===== src/rtl/npc_ras_unit.sv =====
// Next-PC unit: owns the F-stage PC and selects the next fetch address, with a circular return-address stack.
// Latency: every redirect reaches f_pc on the next clk edge; stall_req and ras_used are combinational.
// Backpressure: stall holds PC and RAS; stall_req asks the pipeline to freeze until a jr/jalr operand is ready.
module npc_ras_unit #(
  parameter int                ADDR_W    = 32,
  parameter logic [ADDR_W-1:0] RESET_PC  = 32'h0000_3000,
  parameter logic [ADDR_W-1:0] EXC_VEC   = 32'h0000_4180,
  parameter int                RAS_DEPTH = 4
) (
  input  logic                       clk,
  input  logic                       reset,
  input  logic                       stall,
  input  logic                       d_valid,
  input  logic [ADDR_W-1:0]          d_pc,
  input  logic [ADDR_W-1:0]          imm32,
  input  logic [25:0]                imm26,
  input  logic [2:0]                 jctrl,
  input  logic                       cmp_out,
  input  logic [ADDR_W-1:0]          rs_val,
  input  logic                       rs_ready,
  input  logic                       exc_req,
  input  logic                       eret,
  input  logic [ADDR_W-1:0]          epc,
  input  logic                       fix_valid,
  input  logic [ADDR_W-1:0]          fix_pc,
  output logic [ADDR_W-1:0]          f_pc,
  output logic                       ras_used,
  output logic                       stall_req,
  output logic [$clog2(RAS_DEPTH):0] ras_count
);

  localparam int PTR_W = $clog2(RAS_DEPTH);
  localparam int CNT_W = PTR_W + 1;

  // Flow-select encodings; 110/111 fall through to the sequential/branch case.
  localparam logic [2:0] JC_J    = 3'b001;
  localparam logic [2:0] JC_JAL  = 3'b010;
  localparam logic [2:0] JC_JR   = 3'b011;
  localparam logic [2:0] JC_JALR = 3'b100;
  localparam logic [2:0] JC_RET  = 3'b101;

  localparam logic [ADDR_W-1:0] PC_STEP   = ADDR_W'(4);
  localparam logic [ADDR_W-1:0] LINK_STEP = ADDR_W'(8);
  localparam logic [CNT_W-1:0]  CNT_FULL  = CNT_W'(RAS_DEPTH);
  localparam logic [PTR_W-1:0]  PTR_ONE   = PTR_W'(1);
  localparam logic [CNT_W-1:0]  CNT_ONE   = CNT_W'(1);

  // Architectural state.
  logic [ADDR_W-1:0] f_pc_q;
  logic [ADDR_W-1:0] ras_mem [RAS_DEPTH];
  logic [PTR_W-1:0]  top_q;
  logic [CNT_W-1:0]  cnt_q;

  // Decode-path intermediates.
  logic              redirect_hi;
  logic              decode_act;
  logic              decode_commit;
  logic              ras_nonempty;
  logic [ADDR_W-1:0] seq_pc;
  logic [ADDR_W-1:0] branch_tgt;
  logic [ADDR_W-1:0] jump_tgt;
  logic [ADDR_W-1:0] link_addr;
  logic [ADDR_W-1:0] ras_top;
  logic [ADDR_W-1:0] dec_target;
  logic              dec_push;
  logic              dec_pop;
  logic              dec_need_stall;
  logic              dec_from_ras;
  logic [ADDR_W-1:0] next_pc;
  logic [PTR_W-1:0]  top_inc;
  logic [PTR_W-1:0]  top_dec;

  // Exception, eret and E-stage fix all pre-empt the D-stage decode, even under stall.
  assign redirect_hi  = exc_req | eret | fix_valid;
  assign decode_act   = ~reset & ~redirect_hi & d_valid;
  assign ras_nonempty = (cnt_q != '0);

  assign seq_pc     = f_pc_q + PC_STEP;
  assign branch_tgt = d_pc + PC_STEP + imm32;
  assign jump_tgt   = {d_pc[ADDR_W-1:28], imm26, 2'b00};
  assign link_addr  = d_pc + LINK_STEP;
  assign ras_top    = ras_mem[top_q];

  // Pointer arithmetic wraps naturally because the depth is a power of two.
  assign top_inc = top_q + PTR_ONE;
  assign top_dec = top_q - PTR_ONE;

  // Decode the flow select into a target plus RAS push/pop and stall intent.
  always_comb begin
    dec_target     = seq_pc;
    dec_push       = 1'b0;
    dec_pop        = 1'b0;
    dec_need_stall = 1'b0;
    dec_from_ras   = 1'b0;
    case (jctrl)
      JC_J: begin
        dec_target = jump_tgt;
      end
      JC_JAL: begin
        dec_target = jump_tgt;
        dec_push   = 1'b1;
      end
      JC_JR: begin
        if (rs_ready) begin
          dec_target = rs_val;
        end else begin
          dec_need_stall = 1'b1;
        end
      end
      JC_JALR: begin
        if (rs_ready) begin
          dec_target = rs_val;
          dec_push   = 1'b1;
        end else begin
          dec_need_stall = 1'b1;
        end
      end
      JC_RET: begin
        if (rs_ready) begin
          // Operand already resolved: use it, but keep the stack in step with the call depth.
          dec_target = rs_val;
          dec_pop    = ras_nonempty;
        end else if (ras_nonempty) begin
          // Speculate on the most recent link; E stage corrects via fix_valid if wrong.
          dec_target   = ras_top;
          dec_pop      = 1'b1;
          dec_from_ras = 1'b1;
        end else begin
          dec_need_stall = 1'b1;
        end
      end
      default: begin
        dec_target = cmp_out ? branch_tgt : seq_pc;
      end
    endcase
  end

  assign stall_req     = decode_act & dec_need_stall;
  assign ras_used      = decode_act & dec_from_ras;
  assign decode_commit = decode_act & ~stall & ~dec_need_stall;

  // Select the next fetch PC by redirect priority; reset is applied in the register itself.
  always_comb begin
    next_pc = dec_target;
    if (exc_req) begin
      next_pc = EXC_VEC;
    end else if (eret) begin
      next_pc = epc;
    end else if (fix_valid) begin
      next_pc = fix_pc;
    end else if (stall | dec_need_stall & d_valid) begin
      next_pc = f_pc_q;
    end else if (!d_valid) begin
      next_pc = seq_pc;
    end
  end

  // F-stage PC register.
  always_ff @(posedge clk) begin
    if (reset) begin
      f_pc_q <= RESET_PC;
    end else begin
      f_pc_q <= next_pc;
    end
  end

  // RAS pointer and occupancy; a push on a full stack silently replaces the oldest entry.
  always_ff @(posedge clk) begin
    if (reset) begin
      top_q <= '0;
      cnt_q <= '0;
    end else if (decode_commit) begin
      if (dec_push) begin
        top_q <= top_inc;
        if (cnt_q != CNT_FULL) begin
          cnt_q <= cnt_q + CNT_ONE;
        end
      end else if (dec_pop) begin
        top_q <= top_dec;
        cnt_q <= cnt_q - CNT_ONE;
      end
    end
  end

  // RAS storage; contents are don't-care after reset so no reset is applied.
  always_ff @(posedge clk) begin
    if (!reset && decode_commit && dec_push) begin
      ras_mem[top_inc] <= link_addr;
    end
  end

  assign f_pc      = f_pc_q;
  assign ras_count = cnt_q;

endmodule


===== config.mk =====
export PLATFORM = sky130hd
export DESIGN_NAME = npc_ras_unit
export DESIGN_NICKNAME = d
export VERILOG_FILES = /design/src/rtl/npc_ras_unit.sv
export SDC_FILE = /design/constraint.sdc
export NUM_CORES = 1
export LEC_CHECK = 0
export ABC_AREA = 1
export BUFFER_PORTS_ARGS = -buffer_cell sky130_fd_sc_hd__buf_2
export CORE_MARGIN = 1
export CORE_UTILIZATION = 35
export DETAILED_ROUTE_END_ITERATION = 12
export PLACE_DENSITY = 0.65
export SLEW_MARGIN = 5
export SYNTH_ARGS = -nofsm -noshare
export SYNTH_HDL_FRONTEND = slang
export SYNTH_SLANG_ARGS = --single-unit
export TNS_END_PERCENT = 30

===== constraint.sdc =====
create_clock -name clk -period 3.9 [get_ports clk]
set_input_delay 0.78 -clock clk [delete_from_list [all_inputs] [get_ports clk]]
set_output_delay 0.78 -clock clk [all_outputs]
set_load 0.05 [all_outputs]

==> flow_summary.yaml <==
drt:
  wl_per_cell_um: 21.7
  drtIter0Drc: 1638
  drc: 0
  drtAntennaViolNets: 0
  wl_um: 52000
  viasPerCell: 5.56
  num_vias: 13316
  first_pass_iters: 8
floorplanning:
  row_count: 68
  start_util_pct: 35.8
  dieArea_mm2: 0.0364
  die_w_um: 191
  ios: 235
  die_h_um: 191
  core_mm2: 0.0348
finish:
  num-fill-cells: 3593
  drive_above_1_share_pct: 18.6
  regArea_mm2: 0.00463
  layoutNonFillerInstCount: 2395
  nets: 2194
  area_growth_pct: 18.9
  multi_input_area_mm2: 0.00700
  antenna_cells: 0
clock_network:
  cts_tree: "yes"
  htreeDepth: 4
  cts_setup_buffers: 0
  postCtsHoldBufs: 0
  post_cts_resized: 0
  numCtsBuffers: 17
  insertion_delay_ps: 440
  clk_path_buf_depth: 2
  root_buffer: "clkbuf_16"
  clk_pin_slew_ps: 70
  cts.sink_count: 167
yosys:
  ys.flop_type: "edfxtp_1"
  syn_area_per_cell_um2: 7.31
  yosysMostFrequentCell: "nand2_1"
  netlist_instances: 1706
  netlist_area_mm2: 0.0125
  synth_nets: 1973
  synth_warnings: 0
  synthArstFlopShare_pct: 0
  yosysSeqAreaShare_pct: 37.1
  synth_enable_flop_cells: 128
  synthTopCellsByArea: "edfxtp_1 (31%), nand2_1 (14%), ha_1 (6.7%), dfxtp_1 (6.3%), nand3_1 (5.7%)"
  ys_types: 56
  ys_ff_latch: 167
  yosysTopAreaCellShare_pct: 30.8
  synth_common_cells: "nand2_1 (455), nor2_1 (172), inv_1 (146)"
  yosysTopAreaCell: "edfxtp_1"
global_route:
  first_global_vias: 12593
  grt_max_degree: 66
  gr-total-overflow: 0
  grt_pass1_wl_um: 76600
  antenna_found_initial: 1
  grt_usage_pct: 28.5
sta:
  post-route-period-util_pct: 85.9
  timing.hold.ws_ps: 537
  fin_worst_skew_ps: 17.3
  period_minus_slack_ps: 3350
  hold_viol: 0
  fmax_mhz: 299
  finalMaxSlewViolations: 0
  maxSlewHeadroom_pct: 38.2
  worst-slew-pin-transition_ps: 927
  setup_viol: 0
  rsz0062_at_grt: "false"
  setup_tns_ps: 0
worst_setup_path:
  crit_start: "ras_count[0]"
  required_ps: 3120
  critical_path_class: "flop to output pin"
  cp-endpoint: "ras_used"
  cp.arrival_ps: 2570
  rr_endpoint: "f_pc[14]"
  regToRegSetupSlack_ps: 820
  cp-end-kind: "output pin"
  crit_fanout: 14
  crit_path_start_kind: "flop"
  r2r_cells: 10
  r2r-start: "ras_count[0]"
place:
  dp_cells: 2363
  io_buffers: 234
  dp_hpwl_um: 40900
  gp_congestion: 0.976
power_and_ir_drop:
  comb_power_share_pct: 24.8
  p_switching_uw: 1790
  peakVddDrop_v: 0.000252
  p_leak_uw: 0.00658
  clkPwrFrac_pct: 36.1
  p_int_uw: 3260
  p_sw_share_pct: 35.4
  pwr-share-seq_pct: 39.1
  cellPowerDensity_mw_per_mm2: 340
run_status:
  status: "finished, final reports clean"
flow_run:
  max-cap-violations: 0
min_path:
  min_path_type: "flop to flop"
==> area by class of cell <==
cell class	instances	area share, %
Timing Repair Buffer	259	9.59
Sequential cell	167	31.2
Clock buffer	17	2.87
Inverter	156	3.96
Multi-Input combinational cell	1326	47.2
Tap cell	455	3.84
Clock inverter	15	1.31
==> cell usage in the layout (no fill, tap or decap), types with 3 or more instances in the layout <==
master     netlist  routed
clkinv_1         3       3
nand2_2          6       6
buf_4            5      20
o221ai_1         3       3
buf_2           20     234
nor2_4           3       3
or2_2           26      26
a221oi_1         9       9
o31ai_1          3       3
a21oi_1        137     137
nand3_2          5       5
nand3_1        142     142
o21ai_1          4       4
clkbuf_16        0      17
o211ai_1        15      15
buf_12           0       5
inv_8            0       8
xnor2_1         15      15
ha_1            67      67
inv_1          146     146
clkinv_8         0       3
nand2_4          4       4
a21o_1           4       4
a211oi_1         4       4
inv_2            6       6
nor2_1         172     168
o22ai_1          7       7
a21boi_0         3       3
o21ai_0        126     126
nand4_1         18      18
a22oi_1          5       5
nor2_2           8      12
nand2_1        455     455
nor3_1          13      13
dfxtp_1         39      38
xor2_1          40      40
edfxtp_1       128     128
nand3b_1         5       5
o2111ai_1        3       3
==> logic make-up after synthesis <==
kind of cell	after synthesis	synth area share (%)
AND/OR/NAND/NOR	866	30.1
adder cells (fa/ha/maj)	69	7.04
buffers and inverters	213	6.83
AO/OA/AOI/OAI	336	15.1
XOR/XNOR	55	3.86
flip-flops	167	37.1
==> stage by stage <==
| stage | instance area, µm² | utilization, % | power (µW) | setup slack, ps |
|---|---|---|---|---|
| after floorplan | 12500 | - | 2730 | 411 |
| after global placement | 14200 | 40.8 | 3230 | 343 |
| after detailed placement | 14200 | 40.8 | 3220 | 371 |
| after CTS | 14800 | 42.6 | 5020 | 602 |
| after global routing | 14800 | 42.6 | 5230 | 461 |
| final | 14800 | 42.6 | 5050 | 551 |
==> state kept, by name, indices dropped and copies added (netlist names), named ones only <==
signal / flops
f_pc: 30
top_q: 2
ras_mem: 128
ras_count: 3
==> how the worst min path moves through the flow <==
stage / start / to / slack, ps / cells past startpoint
after global placement: ras_count[0] / ras_count[0] / 500 / 1
final: ras_count[0] / ras_count[0] / 540 / 1
after CTS: ras_count[0] / ras_count[0] / 540 / 1
after floorplan: top_q[1] / flop / 500 / 2
after detailed placement: ras_count[0] / ras_count[0] / 520 / 1
after global routing: flop / flop / 560 / 2
==> critical path, stage by stage, from the launching register on <==
cell and delay, ps:
dfxtp_1 420, nor2_1 130, nand2_2 340, inv_2 210, nor2_2 150, nand2_1 320, nor2_1 270, buf_2 300
==> routing by layer <==
metal | GRT usage, % | vias to the layer above | part of all wire, %
met5 | 0 | - | 0
met4 | 11.0 | 0 | 3.4
met3 | 4.80 | 93 | 9.8
met2 | 45.1 | 743 | 45
met1 | 38.7 | 6264 | 42
li1 | - | 6216 | -
==> power by group through the flow <==
| stage | combinational, µW | sequential [µW] | clock [µW] |
|---|---|---|---|
| 2_1_floorplan | 659 | 2070 | 0 |
| 3_3_place_gp | 1220 | 2010 | 0 |
| 3_5_place_dp | 1210 | 2010 | 0 |
| 4_1_cts | 1220 | 1970 | 1830 |
| 5_1_grt | 1350 | 1980 | 1900 |
| 6_report | 1250 | 1970 | 1820 |
No activity file was read; power rests on OpenSTA's default activity.
